### src/rtl/mem_port_arbiter_if.sv
// Bus bundle for the fetch/LSU-to-memory arbiter: two requester ports, one memory port.
// The slave modport is the arbiter's view; master is the surrounding requesters and memory.
interface mem_port_arbiter_if #(
   parameter int ADDR_W = 32,
   parameter int DATA_W = 32
);
   localparam int STRB_W = DATA_W / 8;

   logic              m0_valid;
   logic              m0_ready;
   logic [ADDR_W-1:0] m0_addr;
   logic              m0_rsp_valid;
   logic [DATA_W-1:0] m0_rsp_data;

   logic              m1_valid;
   logic              m1_ready;
   logic [ADDR_W-1:0] m1_addr;
   logic              m1_we;
   logic [DATA_W-1:0] m1_wdata;
   logic [STRB_W-1:0] m1_wstrb;
   logic              m1_rsp_valid;
   logic [DATA_W-1:0] m1_rsp_data;

   logic              mem_valid;
   logic              mem_ready;
   logic [ADDR_W-1:0] mem_addr;
   logic              mem_we;
   logic [DATA_W-1:0] mem_wdata;
   logic [STRB_W-1:0] mem_wstrb;
   logic              mem_rsp_valid;
   logic [DATA_W-1:0] mem_rsp_data;

   modport slave (
      input  m0_valid, m0_addr,
      output m0_ready, m0_rsp_valid, m0_rsp_data,
      input  m1_valid, m1_addr, m1_we, m1_wdata, m1_wstrb,
      output m1_ready, m1_rsp_valid, m1_rsp_data,
      output mem_valid, mem_addr, mem_we, mem_wdata, mem_wstrb,
      input  mem_ready, mem_rsp_valid, mem_rsp_data
   );

   modport master (
      output m0_valid, m0_addr,
      input  m0_ready, m0_rsp_valid, m0_rsp_data,
      output m1_valid, m1_addr, m1_we, m1_wdata, m1_wstrb,
      input  m1_ready, m1_rsp_valid, m1_rsp_data,
      input  mem_valid, mem_addr, mem_we, mem_wdata, mem_wstrb,
      output mem_ready, mem_rsp_valid, mem_rsp_data
   );
endinterface

### src/rtl/mem_port_arbiter.sv
// Round-robin arbiter sharing one memory port between fetch (m0) and load/store (m1),
// with grant lock across stalls and an in-order ID FIFO that routes responses back.
module mem_port_arbiter #(
   parameter int ADDR_W  = 32,
   parameter int DATA_W  = 32,
   parameter int MAX_OUT = 4
) (
   input  logic                       clk,
   input  logic                       rst,
   mem_port_arbiter_if.slave          bus,
   output logic [$clog2(MAX_OUT):0]   outstanding,
   output logic                       err_unexp_rsp
);
   localparam int STRB_W = DATA_W / 8;
   localparam int PTR_W  = $clog2(MAX_OUT);
   localparam int CNT_W  = PTR_W + 1;

   typedef enum logic [1:0] {
      ST_OPEN  = 2'd0,
      ST_LOCK0 = 2'd1,
      ST_LOCK1 = 2'd2
   } state_t;

   state_t             r_state;
   state_t             w_state_nxt;
   logic               r_rr_ptr;
   logic               r_err;
   logic [MAX_OUT-1:0] r_id_fifo;
   logic [PTR_W-1:0]   r_wptr;
   logic [PTR_W-1:0]   r_rptr;
   logic [CNT_W-1:0]   r_count;

   logic               w_grant;
   logic               w_full;
   logic               w_empty;
   logic               w_mem_valid;
   logic               w_push;
   logic               w_pop;
   logic               w_head;
   logic [ADDR_W-1:0]  w_addr;
   logic               w_we;
   logic [DATA_W-1:0]  w_wdata;
   logic [STRB_W-1:0]  w_wstrb;

   assign w_full  = (r_count == CNT_W'(MAX_OUT));
   assign w_empty = (r_count == '0);
   assign w_head  = r_id_fifo[r_rptr];

   // Lock FSM plus grant: a locked grant ignores rr_ptr until its handshake completes.
   always_comb begin
      w_state_nxt = r_state;
      w_grant     = 1'b0;
      w_mem_valid = 1'b0;
      unique case (r_state)
         ST_LOCK0: w_grant = 1'b0;
         ST_LOCK1: w_grant = 1'b1;
         default: begin
            if (bus.m0_valid && bus.m1_valid) w_grant = r_rr_ptr;
            else                              w_grant = bus.m1_valid;
         end
      endcase
      if (r_state != ST_OPEN) w_mem_valid = !w_full;
      else                    w_mem_valid = !w_full && (bus.m0_valid || bus.m1_valid);
      if (w_mem_valid && !bus.mem_ready)
         w_state_nxt = w_grant ? ST_LOCK1 : ST_LOCK0;
      else if (w_mem_valid && bus.mem_ready)
         w_state_nxt = ST_OPEN;
   end

   always_ff @(posedge clk) begin
      if (rst) r_state <= ST_OPEN;
      else     r_state <= w_state_nxt;
   end

   assign w_push = w_mem_valid && bus.mem_ready;
   assign w_pop  = bus.mem_rsp_valid && !w_empty;

   // Fetch requests carry no write payload, so the write fields are forced to zero.
   always_comb begin
      w_addr  = bus.m0_addr;
      w_we    = 1'b0;
      w_wdata = '0;
      w_wstrb = '0;
      if (w_grant) begin
         w_addr  = bus.m1_addr;
         w_we    = bus.m1_we;
         w_wdata = bus.m1_wdata;
         w_wstrb = bus.m1_wstrb;
      end
   end

   assign bus.mem_valid = w_mem_valid;
   assign bus.mem_addr  = w_addr;
   assign bus.mem_we    = w_we;
   assign bus.mem_wdata = w_wdata;
   assign bus.mem_wstrb = w_wstrb;
   assign bus.m0_ready  = w_push && !w_grant;
   assign bus.m1_ready  = w_push &&  w_grant;

   always_ff @(posedge clk) begin
      if (rst) begin
         r_rr_ptr <= 1'b0;
         r_err    <= 1'b0;
         r_wptr   <= '0;
         r_rptr   <= '0;
         r_count  <= '0;
      end else begin
         if (w_push) begin
            r_rr_ptr <= ~w_grant;
            r_wptr   <= r_wptr + PTR_W'(1);
         end
         if (w_pop) r_rptr <= r_rptr + PTR_W'(1);
         if (bus.mem_rsp_valid && w_empty) r_err <= 1'b1;
         case ({w_push, w_pop})
            2'b10:   r_count <= r_count + CNT_W'(1);
            2'b01:   r_count <= r_count - CNT_W'(1);
            default: r_count <= r_count;
         endcase
      end
   end

   // ID storage holds no control state; stale entries are unreachable after reset.
   always_ff @(posedge clk) begin
      if (w_push) r_id_fifo[r_wptr] <= w_grant;
   end

   assign bus.m0_rsp_valid = w_pop && !w_head;
   assign bus.m1_rsp_valid = w_pop &&  w_head;
   assign bus.m0_rsp_data  = bus.mem_rsp_data;
   assign bus.m1_rsp_data  = bus.mem_rsp_data;

   assign outstanding   = r_count;
   assign err_unexp_rsp = r_err;
endmodule

### src/flat_wrapper.sv
// flat-port wrapper written by rule: the top's interface ports become plain ports
module mem_port_arbiter_flat 
#(
   parameter int ADDR_W  = 32,
   parameter int DATA_W  = 32,
   parameter int MAX_OUT = 4
)
  (clk, rst, outstanding, err_unexp_rsp, bus_m0_valid, bus_m0_addr, bus_m0_ready, bus_m0_rsp_valid, bus_m0_rsp_data, bus_m1_valid, bus_m1_addr, bus_m1_we, bus_m1_wdata, bus_m1_wstrb, bus_m1_ready, bus_m1_rsp_valid, bus_m1_rsp_data, bus_mem_valid, bus_mem_addr, bus_mem_we, bus_mem_wdata, bus_mem_wstrb, bus_mem_ready, bus_mem_rsp_valid, bus_mem_rsp_data);
  mem_port_arbiter_if #(.ADDR_W(ADDR_W), .DATA_W(DATA_W)) bus_i ();
  input  logic clk;
  input  logic rst;
  output logic [$clog2(MAX_OUT):0] outstanding;
  output logic err_unexp_rsp;
  input wire logic [$bits(bus_i.m0_valid)-1:0] bus_m0_valid;
  input wire logic [$bits(bus_i.m0_addr)-1:0] bus_m0_addr;
  output wire logic [$bits(bus_i.m0_ready)-1:0] bus_m0_ready;
  output wire logic [$bits(bus_i.m0_rsp_valid)-1:0] bus_m0_rsp_valid;
  output wire logic [$bits(bus_i.m0_rsp_data)-1:0] bus_m0_rsp_data;
  input wire logic [$bits(bus_i.m1_valid)-1:0] bus_m1_valid;
  input wire logic [$bits(bus_i.m1_addr)-1:0] bus_m1_addr;
  input wire logic [$bits(bus_i.m1_we)-1:0] bus_m1_we;
  input wire logic [$bits(bus_i.m1_wdata)-1:0] bus_m1_wdata;
  input wire logic [$bits(bus_i.m1_wstrb)-1:0] bus_m1_wstrb;
  output wire logic [$bits(bus_i.m1_ready)-1:0] bus_m1_ready;
  output wire logic [$bits(bus_i.m1_rsp_valid)-1:0] bus_m1_rsp_valid;
  output wire logic [$bits(bus_i.m1_rsp_data)-1:0] bus_m1_rsp_data;
  output wire logic [$bits(bus_i.mem_valid)-1:0] bus_mem_valid;
  output wire logic [$bits(bus_i.mem_addr)-1:0] bus_mem_addr;
  output wire logic [$bits(bus_i.mem_we)-1:0] bus_mem_we;
  output wire logic [$bits(bus_i.mem_wdata)-1:0] bus_mem_wdata;
  output wire logic [$bits(bus_i.mem_wstrb)-1:0] bus_mem_wstrb;
  input wire logic [$bits(bus_i.mem_ready)-1:0] bus_mem_ready;
  input wire logic [$bits(bus_i.mem_rsp_valid)-1:0] bus_mem_rsp_valid;
  input wire logic [$bits(bus_i.mem_rsp_data)-1:0] bus_mem_rsp_data;
  assign bus_i.m0_valid = bus_m0_valid;
  assign bus_i.m0_addr = bus_m0_addr;
  assign bus_m0_ready = bus_i.m0_ready;
  assign bus_m0_rsp_valid = bus_i.m0_rsp_valid;
  assign bus_m0_rsp_data = bus_i.m0_rsp_data;
  assign bus_i.m1_valid = bus_m1_valid;
  assign bus_i.m1_addr = bus_m1_addr;
  assign bus_i.m1_we = bus_m1_we;
  assign bus_i.m1_wdata = bus_m1_wdata;
  assign bus_i.m1_wstrb = bus_m1_wstrb;
  assign bus_m1_ready = bus_i.m1_ready;
  assign bus_m1_rsp_valid = bus_i.m1_rsp_valid;
  assign bus_m1_rsp_data = bus_i.m1_rsp_data;
  assign bus_mem_valid = bus_i.mem_valid;
  assign bus_mem_addr = bus_i.mem_addr;
  assign bus_mem_we = bus_i.mem_we;
  assign bus_mem_wdata = bus_i.mem_wdata;
  assign bus_mem_wstrb = bus_i.mem_wstrb;
  assign bus_i.mem_ready = bus_mem_ready;
  assign bus_i.mem_rsp_valid = bus_mem_rsp_valid;
  assign bus_i.mem_rsp_data = bus_mem_rsp_data;
  mem_port_arbiter #(.ADDR_W(ADDR_W), .DATA_W(DATA_W), .MAX_OUT(MAX_OUT)) u_core (.clk(clk), .rst(rst), .bus(bus_i), .outstanding(outstanding), .err_unexp_rsp(err_unexp_rsp));
endmodule
### config.mk
export PLATFORM = sky130hd
export DESIGN_NAME = mem_port_arbiter_flat
export DESIGN_NICKNAME = d
export VERILOG_FILES = /design/src/rtl/mem_port_arbiter_if.sv /design/src/rtl/mem_port_arbiter.sv /design/src/flat_wrapper.sv
export SDC_FILE = /design/constraint.sdc
export NUM_CORES = 1
export LEC_CHECK = 0
export ABC_AREA = 1
export CAP_MARGIN = 20
export CELL_PAD_IN_SITES_DETAIL_PLACEMENT = 1
export CELL_PAD_IN_SITES_GLOBAL_PLACEMENT = 1
export CORE_MARGIN = 4
export CORE_UTILIZATION = 13
export CTS_CLUSTER_SIZE = 12
export DETAILED_ROUTE_END_ITERATION = 10
export PLACE_DENSITY = 0.8
export SLEW_MARGIN = 20
export SYNTH_ARGS = -nofsm -noshare
export SYNTH_HDL_FRONTEND = slang
export SYNTH_SLANG_ARGS = --single-unit
export TNS_END_PERCENT = 20
### constraint.sdc
create_clock -name clk -period 1.7 [get_ports clk]
set_input_delay 0.17 -clock clk [delete_from_list [all_inputs] [get_ports clk]]
set_output_delay 0.17 -clock clk [all_outputs]
set_load 0.01 [all_outputs]
Word level (Yosys, flattened, before mapping)
Index checks and enable logic that the tools add are counted.
{"block": "totals", "out_inout_bits": 142, "in_bits": 139, "ff_bits": 15, "word_cells": 57}
{"block": "op_classes", "magnitude_cmp": 3, "add_sub_neg": 4, "n_eq_ne": 5, "reduce_logical": 21, "n_mux": 16, "n_bitwise": 1}
{"operator": "32-bit 2-to-1 mux", "n": 2}
{"operator": "1-bit logical AND", "n": 11}
{"operator": "2-bit by 3-bit < comparator with 1-bit output (second input constant)", "n": 2}
{"operator": "2-bit 2-to-1 mux", "n": 3}
{"operator": "3-bit one-hot mux with 2 select lines", "n": 1}
{"operator": "2-bit nonzero test", "n": 3}
{"operator": "1-bit logical NOT", "n": 5}
{"operator": "1-bit 2-to-1 mux", "n": 5}
{"operator": "2-bit by 1-bit adder with 2-bit output (second input constant)", "n": 2}
{"operator": "4-bit bitwise mux", "n": 1}
{"operator": "2-bit by 1-bit equality test with 1-bit output (second input constant)", "n": 2}
{"operator": "2-bit equality test (second input constant)", "n": 2}
{"operator": "4-bit 2-to-1 mux", "n": 1}
{"operator": "3-bit by 1-bit adder with 3-bit output (second input constant)", "n": 1}
{"operator": "3-bit equality test (second input constant)", "n": 1}
{"operator": "3-bit logical NOT", "n": 1}
{"operator": "3-bit by 1-bit subtractor with 3-bit output (second input constant)", "n": 1}
{"operator": "1-bit binary-select mux with 2-bit select", "n": 1}
{"operator": "1-bit demux with 2-bit select", "n": 1}
{"operator": "2-bit by 1-bit >= comparator with 1-bit output (second input constant)", "n": 1}
{"operator": "1-bit one-hot mux with 2 select lines", "n": 1}
{"operator": "1-bit logical OR", "n": 1}
{"operator": "1-bit inverter", "n": 1}

Logic depth before layout (Yosys ltp)
{"block": "depth", "depth_word": 7, "depth_mapped": 13, "depth_no_buf": 12}

Least setup slack after synthesis
Ideal clock, no wire load.
{"block": "synth_path", "path_type": "register to register", "startpoint": "register u_core.r_count[0], in the netlist u_core.outstanding[0]", "endpoint": "register u_core.r_count[2], in the netlist u_core.outstanding[2]", "setup_time_ns": 0.119, "period_less_slack_ns": 1.847, "path_stages_with_launch": 12, "slack_ns": -0.147, "required_ns": 1.581, "path_buffers": 1, "t_arrival_ns": 1.727, "path_cell_list": "dfxtp_1 inv_1 nand3_1 nand3_2 buf_4 ha_1 inv_1 fa_1 nand2_1 nand3_1 o21ai_0 a21oi_1"}
{"block": "synth_via", "elab_chain_cells": 7, "elab_cells_between_ends": 14, "classes_between": "add/sub (2); eq/ne (3); mux (2); reduce/logical (7)"}
{"item": "start, declared", "line": "mem_port_arbiter.sv:31", "source": "logic [CNT_W-1:0] r_count;"}
{"item": "start signal, assigned", "line": "mem_port_arbiter.sv:115", "source": "2'b10: r_count <= r_count + CNT_W'(1);"}
{"item": "start signal, assigned", "line": "mem_port_arbiter.sv:116", "source": "2'b01: r_count <= r_count - CNT_W'(1);"}
{"item": "start signal, assigned", "line": "mem_port_arbiter.sv:117", "source": "default: r_count <= r_count;"}
{"item": "3-bit equality test", "line": "mem_port_arbiter.sv:45", "source": "assign w_full = (r_count == CNT_W'(MAX_OUT));"}
{"item": "1-bit logical NOT", "line": "mem_port_arbiter.sv:62, mem_port_arbiter.sv:63"}
{"item": "1-bit logical AND", "line": "mem_port_arbiter.sv:63", "source": "else w_mem_valid = !w_full && (bus.m0_valid || bus.m1_valid);"}
{"item": "1-bit 2-to-1 mux", "line": "mem_port_arbiter.sv:62", "source": "if (r_state != ST_OPEN) w_mem_valid = !w_full;"}
{"item": "1-bit logical AND", "line": "mem_port_arbiter.sv:75", "source": "assign w_push = w_mem_valid && bus.mem_ready;"}
{"item": "2-bit by 1-bit equality test with 1-bit output / 2-bit equality test (equally long branches)", "line": "mem_port_arbiter.sv:114", "source": "case ({w_push, w_pop})"}
{"item": "3-bit one-hot mux with 2 select lines / 2-bit nonzero test (equally long branches)"}
Parallel ways exist; a longest one is shown, timed or not.
A chain may end at the register's enable or synchronous reset.

Worst setup path in the final report
{"block": "layout_path", "startpoint": "register u_core.r_state[1]", "endpoint": "output port bus_mem_wdata[23]"}
{"block": "layout_via", "elab_chain_cells": 3, "elab_cells_between_ends": 4, "classes_between": "eq/ne (2); mux (2)"}
{"item": "start, declared", "line": "mem_port_arbiter.sv:24", "source": "state_t r_state;"}
{"item": "start signal, assigned", "line": "mem_port_arbiter.sv:72", "source": "else r_state <= w_state_nxt;"}
{"item": "2-bit equality test / 2-bit by 1-bit equality test with 1-bit output (equally long branches)", "line": "mem_port_arbiter.sv:54", "source": "unique case (r_state)"}
{"item": "1-bit one-hot mux with 2 select lines (*)", "line": "mem_port_arbiter.sv:54"}
{"item": "32-bit 2-to-1 mux (*)", "line": "mem_port_arbiter.sv:84", "source": "if (w_grant) begin"}
{"item": "end, declared", "line": "flat_wrapper.sv:30", "source": "output wire logic [$bits(bus_i.mem_wdata)-1:0] bus_mem_wdata;"}
Mark *: on every way between the ends. The rest lies on a longest branch, timed or not.

==> metrics.md <==
| Metric | Value |
|---|---|
| Core area | 15400 µm² |
| H-tree depth | 1 |
| WP data arrival | around 1.8 ns |
| Die height | ~130 µm |
| Register area | about 340 µm² |
| Vias | around 2500 |
| EDFF count, synth | 4 |
| Avg Inst Size Synth | 5.83 µm² |
| Syn. warnings | 0 |
| Register area share after synthesis | around 16% |
| Number of remaining DRC errors | 0 |
| Clock Path Buffers | 2 |
| CP Cell Sequence | inv_2 -> ha_4 -> nor2_1 -> nand2_1 -> nand2_4 -> inv_8 -> buf_12 -> buf_6 -> buf_6 -> nor2_4 -> buf_6 |
| CTS tree | done |
| Clock Pin Slew Worst Setup and Hold Paths | around 0.05 ns |
| Hold buffer count at CTS | 0 |
| Worst R2R Start | u_core.r_state[1] |
| Root Driver | clkbuf_16 |
| Ant. Diodes | 0 |
| Routed Antenna Nets | 0 |
| Fillers | about 1900 |
| Status | complete, but fails checks |
| PortBufs | approximately 180 |
| Cell area after synthesis | around 2100 µm² |
| First-pass GRT wire length | between 10000 and 15000 µm |
| Count of final setup violators | 73 |
| Wire per inst | between 10 and 15 µm |
| GP Congestion | about 0.77 |
| Share of cells above drive strength 1 | 36.4% |
| Max frequency | 0.514 GHz |
| Critical Path Fanout Max | 7 |
| Main synth FF type | dfxtp_1 |
| CP Capture Type | primary output |
| Startpoint types | register |
| FF-to-FF path depth | 11 |
| TritonCTS Sinks | 15 |
| WS Path Type | register to primary output |
| Tmin final | 1.94 ns |
| Syn-to-layout area delta | 102% |
| R2R setup slack | -0.07 ns |
| HP Class | primary input to primary output |
| Via density | around 3.5 |
| Max-cap violations | 0 |
| DP HPWL | roughly 7500 µm |
| Global-route usage over all layers | a little under a tenth |
| First DRT Iteration DRCs | 37 |
| Initial antenna violation count | 0 |
| Initial DRT Pass Iterations | 4 |
| Die width | about 130 µm |
| Initial Util | about 13% |
| DIE AREA | 18000 µm² |
| Site row count | 45 |
| Worst Setup EP | bus_mem_wdata[23] |
| Syn Nets | roughly 500 |
| Setup Skew | about 0.004 ns |
| Netlist cell types | 24 |
| Failing checks | negative setup slack |
| Synth top area cells | buf_4 25%, nand2_1 21%, inv_1 11% |
| Hold Slack | around 0.34 ns |
| Final Hold Fails | 0 |
| CP peak stage delay | around 0.33 ns |
| Post-synth top area cell | buf_4 |
| Grt total ovfl | 0 |
| CTS Buf Count | 3 |
| Clock latency on the worst-skew pair | around 0.25 ns |
| Crit. Startpoint | u_core.r_state[1] |
| Vias in the first global route | 2797 |
| #FFs+latches synth | 15 |
| Fin worst setup slack | -0.244 ns |
| WL final | 9390 µm |
| Crit path max-delay cell type | dfxtp_2 |
| RR Endpoint | u_core.outstanding[2] |
| Final worst-path cycle share | 114% |
| Slew Limit Fails | 0 |
| Peak VDD IR | ~0.3 mV |
| Share of the synthesized area in the top cell type | 24.7% |
| Worst path most repeated cell | buf_6 |
| Worst-margin pin slew | 0.302 ns |
| Cell count after synthesis | between 300 and 400 |
| Final core occ | a little over a quarter |
| Power Dens Cells | ~750 nW/µm² |
| Nets | between 600 and 700 |
| RSZ-0062 raised after global routing | yes |
| Multi-input gate area | 1120 µm² |
| Leak pwr | roughly 2.1 nW |
| Slew HR | approximately four fifths |
| Worst EP required | approximately 1.5 ns |
| Top Ports | ~280 |
| Largest net degree at the start of global routing | 28 |
| Synth async-reset ratio | 0% |
critical path: cells and delay by family (launching register included):
kind                     cells  cell delay [ns]
adder cells (fa/ha/maj)      1             0.23
buffers and inverters        6             0.57
flip-flops                   1             0.33
AND/OR/NAND/NOR              4             0.39
report_power, final:
part / switching, mW / internal (mW) / leakage [nW]
registers: 0.0599 / 0.451 / 0.129
clock network: 0.143 / 0.318 / 0.0382
logic: 0.999 / 1.17 / 1.96
stage by stage:
step           total power, mW  area, µm²  setup TNS [ns]  std cells  worst slack [ns]
2_1_floorplan             1.47       2080               0        354           0.00229
3_3_place_gp              2.44       3820          -23.85        696            -0.398
3_5_place_dp              2.48       3820          -26.04        696            -0.412
4_1_cts                   3.04       3990          -14.62        712            -0.352
5_1_grt                   3.40       4160          -17.24        717            -0.351
6_report                  3.14       4160           -9.78        717            -0.244
sequential cells by signal, indices dropped and copies added, names as in the netlist:
register              flops
u_core.outstanding        3
u_core.r_state            2
u_core.err_unexp_rsp      1
u_core.r_id_fifo          4
u_core.r_rptr             2
u_core.r_wptr             2
u_core.r_rr_ptr           1
how the worst min path moves through the flow:
stage | startpoint | to | slack [ns] | cells after the start
floorplan | rst | u_core.r_state[0] | 0.23 | 1
global placement | bus_mem_rsp_data[18] | bus_m1_rsp_data[18] | 0.34 | 0
detailed placement | bus_mem_rsp_data[18] | bus_m1_rsp_data[18] | 0.34 | 0
CTS | bus_mem_rsp_data[18] | bus_m1_rsp_data[18] | 0.34 | 0
global route | bus_mem_rsp_data[1] | bus_m1_rsp_data[1] | 0.34 | 0
finish | bus_mem_rsp_data[3] | bus_m0_rsp_data[3] | 0.34 | 0
cell usage after synthesis (3+ instances only):
cell,instances
a21oi_1,8
ha_1,7
inv_1,59
buf_4,68
nand2_1,118
nor2_1,53
edfxtp_1,4
nand3_1,3
buf_6,6
dfxtp_1,11
o21ai_0,4
metal layers:
metal	up-vias	wire, µm	GRT usage, %
met5	-	0	0
met4	0	130	1.98
met3	11	1100	4.69
met2	147	4940	17.5
met1	1123	3220	9.54
li1	1263	-	-
kinds of logic after synthesis:
group                    synth area share, %
AND/OR/NAND/NOR                         33.5
XOR/XNOR                               0.424
buffers and inverters                   40.5
AO/OA/AOI/OAI                           3.94
flip-flops                              16.5
adder cells (fa/ha/maj)                 5.21
cell usage in the layout, fill, tap and decap left out, types with 4 or more instances in the layout:
master / Yosys / final
buf_2: 0 / 45
clkdlybuf4s50_1: 0 / 110
nor2_4: 0 / 6
edfxtp_1: 4 / 4
nand2_1: 118 / 86
clkbuf_16: 0 / 6
inv_2: 0 / 5
nand2_2: 1 / 27
nor2_1: 53 / 32
buf_12: 1 / 6
nand2_4: 1 / 7
buf_4: 68 / 22
inv_1: 59 / 54
buf_6: 6 / 33
nor2_2: 0 / 15
dfxtp_1: 11 / 8
a21oi_1: 8 / 7
ha_1: 7 / 5
what timing repair did:
item                       CTS  global route
pin swaps                    5            29
resized for setup          304           100
setup buffers               10             4
cloned                       2             4
setup endpoints to repair   76            75
cell type report:
type	instances	area share, %
clock buffers	4	1.89
multi-input cells	202	26.9
flip-flops and latches	15	8.27
well taps	211	6.34
repair buffers	224	50.9
inverters	61	5.68
Note: power is estimated with default switching activity, not from simulation.
